File: config.mk
export PLATFORM = sky130hd
export DESIGN_NAME = complex_counter_n
export DESIGN_NICKNAME = d
export VERILOG_FILES = /design/src/rtl/complex_counter_n.sv
export SDC_FILE = /design/constraint.sdc
export NUM_CORES = 1
export LEC_CHECK = 0
export ABC_CLOCK_PERIOD_IN_PS = 1800
export CORE_AREA = 8 8 45 47
export CTS_BUF_LIST = sky130_fd_sc_hd__clkbuf_8
export CTS_CLUSTER_DIAMETER = 150
export DETAILED_ROUTE_END_ITERATION = 7
export DIE_AREA = 0 0 53 55
export SLEW_MARGIN = 20
export SYNTH_ARGS = -nofsm -noshare
export SYNTH_HDL_FRONTEND = slang
export SYNTH_SLANG_ARGS = --single-unit
File: constraint.sdc
create_clock -name Clk -period 1.8 [get_ports Clk]
set_input_delay 0.36 -clock Clk [delete_from_list [all_inputs] [get_ports Clk]]
set_output_delay 0.36 -clock Clk [all_outputs]
set_load 0.05 [all_outputs]
File: src/rtl/complex_counter_n.sv
// -----------------------------------------------------------------------------
// complex_counter_n
//
// Up/down counter whose output is either plain binary or reflected Gray code.
// Internally a single binary index (r_idx) is the only sequence state; the
// output code is derived from it, so switching Mode never disturbs the
// position in the sequence. All state updates on the FALLING edge of Clk.
//
// Ports:
//   Clk      in   clock, falling-edge active
//   nReset   in   asynchronous active-low reset (clears index, Count, Tc)
//   Mode     in   0 = binary code, 1 = reflected Gray code
//   En       in   step one position per falling edge when high
//   Up       in   1 = forward, 0 = backward through the sequence
//   Load     in   synchronous load strobe (priority over En)
//   LoadVal  in   load value, interpreted in the code selected by Mode
//   Count    out  registered count, encoded per Mode
//   Tc       out  registered one-cycle pulse after an enabled wrap
// -----------------------------------------------------------------------------
module complex_counter_n #(
    parameter int unsigned WIDTH = 3
) (
    input  logic             Clk,
    input  logic             nReset,
    input  logic             Mode,
    input  logic             En,
    input  logic             Up,
    input  logic             Load,
    input  logic [WIDTH-1:0] LoadVal,
    output logic [WIDTH-1:0] Count,
    output logic             Tc
);

    localparam logic [WIDTH-1:0] ONE = WIDTH'(1);

    logic [WIDTH-1:0] r_idx;
    logic [WIDTH-1:0] r_count;
    logic             r_tc;

    logic [WIDTH-1:0] w_idx_nxt;
    logic [WIDTH-1:0] w_count_nxt;
    logic             w_wrap;

    // Binary -> reflected Gray.
    function automatic logic [WIDTH-1:0] bin_to_gray(input logic [WIDTH-1:0] b);
        return b ^ (b >> 1);
    endfunction

    // Gray -> binary: bit i is the XOR of all Gray bits at and above i,
    // which is the XOR of every right-shifted copy of the input.
    function automatic logic [WIDTH-1:0] gray_to_bin(input logic [WIDTH-1:0] g);
        logic [WIDTH-1:0] b;
        b = g;
        for (int unsigned i = 1; i < WIDTH; i++) begin
            b = b ^ (g >> i);
        end
        return b;
    endfunction

    // Next index: Load beats En beats hold. Only an enabled step can wrap,
    // so a load landing on a boundary value never raises Tc.
    always_comb begin
        w_idx_nxt = r_idx;
        w_wrap    = 1'b0;
        if (Load) begin
            w_idx_nxt = Mode ? gray_to_bin(LoadVal) : LoadVal;
        end else if (En) begin
            if (Up) begin
                w_idx_nxt = r_idx + ONE;
                w_wrap    = (r_idx == '1);
            end else begin
                w_idx_nxt = r_idx - ONE;
                w_wrap    = (r_idx == '0);
            end
        end
    end

    // Output encoding uses the Mode sampled on the same edge as the index
    // update, so a Mode change re-encodes the held index one edge later.
    always_comb begin
        w_count_nxt = Mode ? bin_to_gray(w_idx_nxt) : w_idx_nxt;
    end

    always_ff @(negedge Clk or negedge nReset) begin
        if (!nReset) begin
            r_idx   <= '0;
            r_count <= '0;
            r_tc    <= 1'b0;
        end else begin
            r_idx   <= w_idx_nxt;
            r_count <= w_count_nxt;
            r_tc    <= w_wrap;
        end
    end

    assign Count = r_count;
    assign Tc    = r_tc;

endmodule

Word level (Yosys, flattened, before mapping)
Index checks and enable logic that the tools add are counted.
{ "word_totals": {"ff_bits": 7, "in_bits": 9, "output_inout_bits": 4, "word_cells": 18} }
{ "classes": {"n_addsub": 2, "reduce_logical": 1, "n_eq_ne": 1, "bitwise_logic": 3, "n_mux": 8} }
{ "ops": {"columns": ["op", "count"], "rows": [
  ["3-bit two-way mux", 5],
  ["3-bit by 2-bit XOR with 3-bit output", 2],
  ["3-bit by 1-bit adder with 3-bit output, second input constant", 1],
  ["3-bit == test, second input constant", 1],
  ["3-bit zero test", 1],
  ["1-bit two-way mux", 3],
  ["3-bit by 1-bit subtractor with 3-bit output, second input constant", 1],
  ["3-bit by 1-bit XOR with 3-bit output", 1]
]} }

Logic depth before layout (Yosys ltp)
Gate-level depths: netlist (run 1).
{ "logic_depth": {"depth_word": 6, "ltp_mapped": 6, "ltp_nobuf": 6} }

==> results.md, run 1 <==
- Vias in the first global route: 411
- Worst vdd ir: approximately 400 µV
- Grt total ovfl: 0
- Syn Inst Count: 40
- Largest family of logic cells by synthesized area: simple AND/OR/NAND/NOR gates
- CP arrival: 1510 ps
- Final nets: 73
- Post-synth EDFFs: 0
- Syn Area/Cell: 9.67 µm²
- Post-synth top cells: dfrtn_1, nand2_1, xor2_1
- Antenna violations before repair: 0
- Seq/Total Area, Yosys: 0.388
- # clock sinks: 6
- Hold Vio Cnt, Final: 0
- Slew HR: 0.805
- Starting DRT DRC Count: 0
- Total power: between 0.0007 and 0.0008 W
- GP Congestion: 0.722
- Hpwl dp: 741 µm
- Status: finished with violations
- Total CTS buffers: 3
- Worst path slowest cell: fa_2
- First-pass GRT wire length: 1800 µm
- Port Buf Inserts: 12
- DIE HEIGHT: 55 µm
- Synth Area in Simple Gates: 0.197
- Die Width: 53 µm
- Util after Layout: 0.553
- Router iterations before antenna repair: 1
- Core area: 1380 µm²
- CP Launch Type: input port
- MaxCap Viol Count: 0
- GRT Resource Usage Total: 0.0952
- Critical path class: input port to flip-flop
- CTS clk-pin slew, worst paths: 30 ps
- Initial Utilization: 0.279
- Num rows: 14
- Clock Skew: around 2.8 ps
- Crit Path Max Fanout: 2
- Sequential share of power: 0.251
- Sw Ratio: 0.350
- Number of library cell types mapped by synthesis: 19
- Adder-cell area share of the yosys netlist: 0.0518
- RSZ-0062 raised after global routing: true
- Leakage power: 0.317 nW
- Slew @ Worst Pin: 288 ps
- Critical Path RT: 990 ps
- WL final: ~1100 µm
- Combinational power share: 0.472
- Final Cell Area: 766 µm²
- Leading area contributor after synthesis: dfrtn_1
- Peak per-stage delay on the critical path: ~370 ps
- Crit path cell chain: buf_8, inv_8, fa_2, xnor2_2, buf_4, a221oi_2, xnor2_1
- Hold Path Class: flip-flop to flip-flop
- Ys flop type: dfrtn_1
- Mux contribution to synthesized area: 0.0291
- Xor/xnor share of the synthesized area: 0.181
- Die area: between 2000 and 3000 µm²
- Int Power: 0.000490 W
- Io pins: 13
- Vias/cell: about 4.7
- CP Capture Type: flip-flop
- Failing checks: setup timing
- Post-CTS Hold Fix Bufs: 0
- Layout area overhead: 98.1%
- Hold_ws: 648 ps
- Antenna Cells: 0
- Final worst slack: -519 ps
- H-tree Lvls: 1
- Syn nets: 50
- Slew Limit Fails: 0
- Largest net degree at the start of global routing: 8
- Routed Antenna Nets: 0
- FFs w/ async S/R, synth: 1.00
- Warnings, synthesis: 0
- Clock network power share: 0.277
- Post-synthesis compound-gate area fraction: 0.110
- Layout cells sized above 1: 0.656
- Placed cell areas: 626 µm²
- Mapped Area: around 390 µm²
- FF+latch count, synth: 6
- Final setup vio count: 9
- Wirelength per Cell: 14.8 µm
- CTS tree: done
- Top cells by area, synth: dfrtn_1, xor2_1, nand2_1, fa_1, nor4bb_1
- Clock tree buffer depth: 2
- Pre-CTS setup slack: -1260 ps
- DRC: 0
- Clk Tree Root Cell: clkbuf_8
- P_sw: between 0.0002 and 0.0003 W
- Worst-Skew Late Latency: 250 ps
- Power per cell area: around 1000 nW/µm²
- Via count: 360
- Post-synth top area share: 0.388
per-stage QoR:
stage	std cells	setup TNS [ps]
after detailed placement	72	-6220
after floorplan	40	-2550
after global routing	77	-3370
after CTS	78	-3230
after global placement	72	-6070
final	77	-3130
layout make-up:
class	count	area [µm²]
Sequential cell	6	150
Timing Repair Buffer	20	228
Inverter	1	11.3
Fill cell	132	618
Tap cell	16	20.0
Clock buffer	3	41.3
Multi-Input combinational cell	31	315
registers in the layout, summed over array words and instances (netlist names):
| register | cells |
|---|---|
| Tc | 1 |
| Count | 3 |
| r_idx | 2 |
cell families (layout without fill, tap and decap cells):
logic type,after synthesis,in the layout
multiplexers,1,1
AO/OA/AOI/OAI,7,7
AND/OR/NAND/NOR,14,14
flip-flops,6,6
adder cells (fa/ha/maj),1,1
XOR/XNOR,8,8
buffers and inverters,3,24
final timing paths:
kind | from | end | slack, ps | depth (start not counted)
max in group asynchronous | nReset | Count[2] | 390 | 1
setup reg to reg | r_idx[1] | Count[0] | 130 | 5
setup / recovery | Up | Count[1] | -520 | 7
min in group asynchronous | nReset | Count[0] | 1150 | 1
hold reg to reg | r_idx[1] | Tc | 650 | 2
hold / removal | r_idx[1] | Tc | 650 | 2
power groups by stage:
stage | sequential (W) | combinational [W] | clock [W]
after floorplan | 0.000233 | 0.000125 | 0
after global placement | 0.000192 | 0.000301 | 0
after detailed placement | 0.000191 | 0.000307 | 0
after CTS | 0.000189 | 0.000331 | 0.000208
after global routing | 0.000192 | 0.000375 | 0.000225
final | 0.000189 | 0.000356 | 0.000209
worst max-delay path, delay by kind of cell:
family          cells  cell delay, ps
compound gates      1             270
fa+ha+maj           1             370
xor+xnor            2             240
buf+inv             3             270
routing by layer:
layer  routed length [µm]  global-route usage
met2                  611               0.168
met1                  377              0.0712
met4                   35              0.0819
met5                    0                   0
met3                  114              0.0588
timing repair:
item | CTS | global route
endpoints found under the hold margin | 0 | 0
setup endpoints to repair | 10 | 10
gates resized for setup | 34 | 16
pin swaps | 10 | 8
setup buffers | 3 | 1
layout by cell type, fill, tap and decap left out, drive strengths merged:
cell type	n
o21ai	3
mux2	1
nand4	1
xor2	6
nor4bb	2
clkdlybuf4s15	1
fa	1
a221oi	1
a21oi	3
inv	1
clkbuf	3
dfrtn	6
clkdlybuf4s50	1
buf	17
nor2	2
xnor2	2
nand2b	2
nand2	6
dlygate4sd2	1
or4	1
(Power assumes the default switching activity.)
==> run 2: changes to the inputs <==
- GPL_TIMING_DRIVEN: default -> 0
==> results.md, run 2 (synthesis results as in run 1) <==
- Max reg flops: 3
- Worst-Skew Late Latency: 240 ps
- CTS tree: done
- Layout area overhead: 70.2%
- WL final: roughly 960 µm
- Clock Skew: 0.951 ps
- Final setup vio count: 8
- MaxCap Viol Count: 0
- Num rows: 14
- CP arrival: approximately 1500 ps
- DIE HEIGHT: ~55 µm
- Int Power: 0.000441 W
- Wirelength per Cell: 13.1 µm
- Total power: roughly 0.00068 W
- Hpwl dp: between 600 and 700 µm
- Core area: about 1400 µm²
- Vias/cell: 4.81
- RSZ-0062 raised after global routing: true
- DRC: 0
- CP Capture Type: flip-flop
- Clk Tree Root Cell: clkbuf_8
- Crit path cell chain: buf_12, clkinv_8, fa_2, xnor2_2, buf_4, a221oi_2, xnor2_1
- Layout cells sized above 1: 0.509
- Vias in the first global route: between 300 and 400
- Slew Limit Fails: 0
- Die Width: 53 µm
- Final nets: 69
- H-tree Lvls: 1
- Hold Path Class: flip-flop to flip-flop
- CTS clk-pin slew, worst paths: 30 ps
- Grt total ovfl: 0
- Power per cell area: 1030 nW/µm²
- Routed Antenna Nets: 0
- GRT Resource Usage Total: 0.0818
- Slew @ Worst Pin: 262 ps
- Worst vdd ir: roughly 490 µV
- CP Launch Type: input port
- First-pass GRT wire length: 1650 µm
- Sequential share of power: 0.277
- Util after Layout: 0.476
- Final worst slack: -535 ps
- Via count: 351
- Total CTS buffers: 3
- Worst path slowest cell: fa_2
- Io pins: 13
- Router iterations before antenna repair: 4
- # clock sinks: 6
- Starting DRT DRC Count: 2
- Clock network power share: 0.294
- GP Congestion: 0.687
- Sw Ratio: 0.349
- Status: finished with violations
- Combinational power share: 0.429
- Largest net degree at the start of global routing: 11
- Die area: 2920 µm²
- Most frequent cells in the layout: dfrtn_1, xor2_1, buf_6, nand2_1
- P_sw: 0.000236 W
- Slew HR: 0.823
- Antenna violations before repair: 0
- Antenna Cells: 0
- Critical Path RT: between 900 and 1000 ps
- Peak per-stage delay on the critical path: 350 ps
- Crit Path Max Fanout: 2
- Initial Utilization: 0.279
- Hold Vio Cnt, Final: 0
- Leakage power: 0.279 nW
- Failing checks: setup timing
- Critical path class: input port to flip-flop
- Clock tree buffer depth: 2
- Port Buf Inserts: 12
run 2: cell count changes in the layout (fill, tap and decap cells not counted), moves of 2 or more:
| cell | delta |
|---|---|
| xor2_1 | +3 |
| buf_4 | -4 |
| xor2_2 | -2 |
| buf_12 | -3 |
run 2: power by group through the flow:
| stage | clock, W | combinational [W] | sequential, W |
|---|---|---|---|
| 6_report | 0.000199 | 0.000290 | 0.000188 |
| 5_1_grt | 0.000222 | 0.000309 | 0.000191 |
| 4_1_cts | 0.000206 | 0.000296 | 0.000187 |
| 3_5_place_dp | 0 | 0.000251 | 0.000190 |
| 3_3_place_gp | 0 | 0.000248 | 0.000188 |
| 2_1_floorplan | 0 | 0.000125 | 0.000233 |
run 2: critical path: cells and delay by family:
family	cells	cell delay, ps
xor gates and xnor gates	2	270
adders and majority gates	1	350
AOI/OAI and AO/OA	1	260
buffers and inverters	3	270
run 2: metal layers:
layer / up-vias / routed length, µm / global-route usage
met5: - / 0 / 0
met2: 16 / 482 / 0.125
li1: 171 / - / -
met1: 162 / 343 / 0.0800
met4: 0 / 6 / 0.0647
met3: 2 / 121 / 0.0481
run 2: final timing paths:
check                                 to  startpoint  cells after the start  slack [ps]
worst max-delay path            Count[1]          Up                      7        -540
worst min-delay path                  Tc    r_idx[1]                      2         650
worst max register to register  Count[0]    r_idx[0]                      5         100
worst min register to register        Tc    r_idx[1]                      2         650
max in group asynchronous             Tc      nReset                      1         420
min in group asynchronous       Count[1]      nReset                      1        1140
run 2: repair_timing:
action | CTS | global route
resized for setup | 58 | 8
gates cloned | 0 | 0
buffers inserted | 3 | 0
pin swaps | 7 | 3
hold buffers | 0 | 0
setup endpoints to repair | 10 | 10
run 2: final cells by class:
| class | instances | area [µm²] |
|---|---|---|
| fillers | 141 | 726 |
| multi-input cells | 31 | 273 |
| flip-flops and latches | 6 | 150 |
| repair buffers | 15 | 146 |
| clock buffers | 3 | 41.3 |
| well taps | 16 | 20.0 |
| inverters | 1 | 16.3 |
| plain buffers | 1 | 11.3 |
run 2: through the flow:
stage	area (µm²)	setup TNS, ps	worst slack (ps)	hold slack [ps]	instances
after floorplan	417	-2550	-601	593	40
after global placement	557	-9030	-1370	627	68
after detailed placement	557	-9090	-1370	633	68
after CTS	659	-2910	-502	623	74
after global routing	658	-3210	-553	655	73
final	658	-2890	-535	650	73
==> run 3: changes to the inputs <==
- SLEW_MARGIN: 20 -> 10
- TNS_END_PERCENT: default -> 5
==> results.md, run 3 (synthesis results as in run 1) <==
- Initial Utilization: 0.279
- Worst-Skew Late Latency: around 240 ps
- Critical path class: input port to flip-flop
- Router iterations before antenna repair: 2
- Total power: 0.000662 W
- Layout cells sized above 1: 0.375
- WL final: 860 µm
- Core area: about 1400 µm²
- Slew HR: 0.821
- Most frequent cells in the layout: dfrtn_1, buf_6, xor2_1
- Slew @ Worst Pin: 268 ps
- H-tree Lvls: 1
- Wirelength per Cell: 11.9 µm
- Placed cell areas: 553 µm²
- Clock tree buffer depth: 2
- Num rows: 14
- Status: finished with violations
- Peak per-stage delay on the critical path: between 300 and 400 ps
- # clock sinks: 6
- CTS clk-pin slew, worst paths: 30 ps
- CP Capture Type: flip-flop
- RSZ-0062 raised after global routing: true
- Critical Path RT: just under 1000 ps
- Power per cell area: 1030 nW/µm²
- Layout area overhead: 66.3%
- GP Congestion: 0.737
- Max reg flops: 3
- Final worst slack: -546 ps
- Fillers: 137
- Clk Tree Root Cell: clkbuf_8
- Cell family contributing the most delay on the critical path: adder cells
- Met1 WL: 334 µm
- Total CTS buffers: 3
- Pre-CTS setup slack: -1410 ps
- CP Buf/Inv Count: 2
- CP arrival: around 1500 ps
- Hpwl dp: 707 µm
- Io pins: 13
- Die area: 2920 µm²
- Worst path slowest cell: fa_2
- GRT Resource Usage Total: 0.0648
- First-pass GRT wire length: 1370 µm
- Final Cell Area: about 640 µm²
- Antenna Cells: 0
- Vias in the first global route: about 330
- Slew Limit Fails: 0
- Failing checks: setup timing
- Highest metal layer with signal wires: met3
- Crit path cell chain: buf_6, inv_8, fa_2, xnor2_2, nor4bb_2, a221oi_2, xnor2_1
- Port Buf Inserts: 12
- Routed Antenna Nets: 0
- Antenna violations before repair: 0
- CTS tree: done
- Die Width: 53 µm
- Final nets: 68
- DRC: 0
- Hold Path Class: flip-flop to flip-flop
- Worst vdd ir: 386 µV
- Starting DRT DRC Count: 3
- Crit Path Max Fanout: 4
- Clock Skew: 0.781 ps
- Hold Vio Cnt, Final: 0
- Vias/cell: ~4.6
- DIE HEIGHT: roughly 55 µm
- Met3 Wirelength: 67 µm
- R2r setup slk: approximately 120 ps
- Routed wl met2: between 400 and 500 µm
- Final setup vio count: 9
- Via count: 328
- CP Launch Type: input port
- Grt total ovfl: 0
- Largest net degree at the start of global routing: 11
- Util after Layout: 0.465
- MaxCap Viol Count: 0
- Leakage power: approximately 0.29 nW
==> run 3: layout make-up <==
cell class | count | area (µm²) | share of cell area
multi-input cells | 31 | 258 | 0.401
flip-flops and latches | 6 | 150 | 0.233
repair buffers | 13 | 140 | 0.218
clock buffers | 3 | 41.3 | 0.0642
plain buffers | 2 | 22.5 | 0.0350
well taps | 16 | 20.0 | 0.0311
inverters | 1 | 11.3 | 0.0175
==> run 3: per-stage QoR <==
stage / setup TNS, ps / std cells / hold WS (ps)
after floorplan: -2660 / 40 / 589
after global placement: -9110 / 68 / 622
after detailed placement: -9240 / 68 / 630
after CTS: -3580 / 72 / 627
after global routing: -3720 / 72 / 650
final: -3280 / 72 / 622
==> run 3: path summary, 6_finish.rpt <==
kind	from	end	cells past startpoint
hold reg to reg	r_idx[1]	Tc	2
setup / recovery	Up	Count[1]	7
min in group asynchronous	nReset	Tc	1
hold / removal	r_idx[1]	Tc	2
setup reg to reg	r_idx[0]	Count[1]	5
max in group asynchronous	nReset	Count[2]	1
==> run 3: timing repair <==
item	in CTS	in global routing
hold endpoints to repair	0	0
resized for setup	44	2
setup buffers	1	0
pin swaps	3	0
endpoints found under the setup margin	10	10
hold buffers	0	0
==> run 3: report_power, final <==
part	internal (W)	total [W]	switching, W
Sequential	0.000164	0.000186	0.0000220
Combinational	0.000129	0.000279	0.000149
Clock	0.000143	0.000197	0.0000538
==> run 3: layer usage <==
layer	vias up	global-route usage
met5	-	0
met3	0	0.0267
met4	0	0.0388
met2	7	0.109
li1	168	-
met1	153	0.0663
==> run 3: worst register-to-register path, cell delays in order (launching register included) <==
cell     delay [ps]
dfrtn_1         480
fa_2            470
mux2_4          280
nor2_2           90
a21oi_2          50
xnor2_1         140
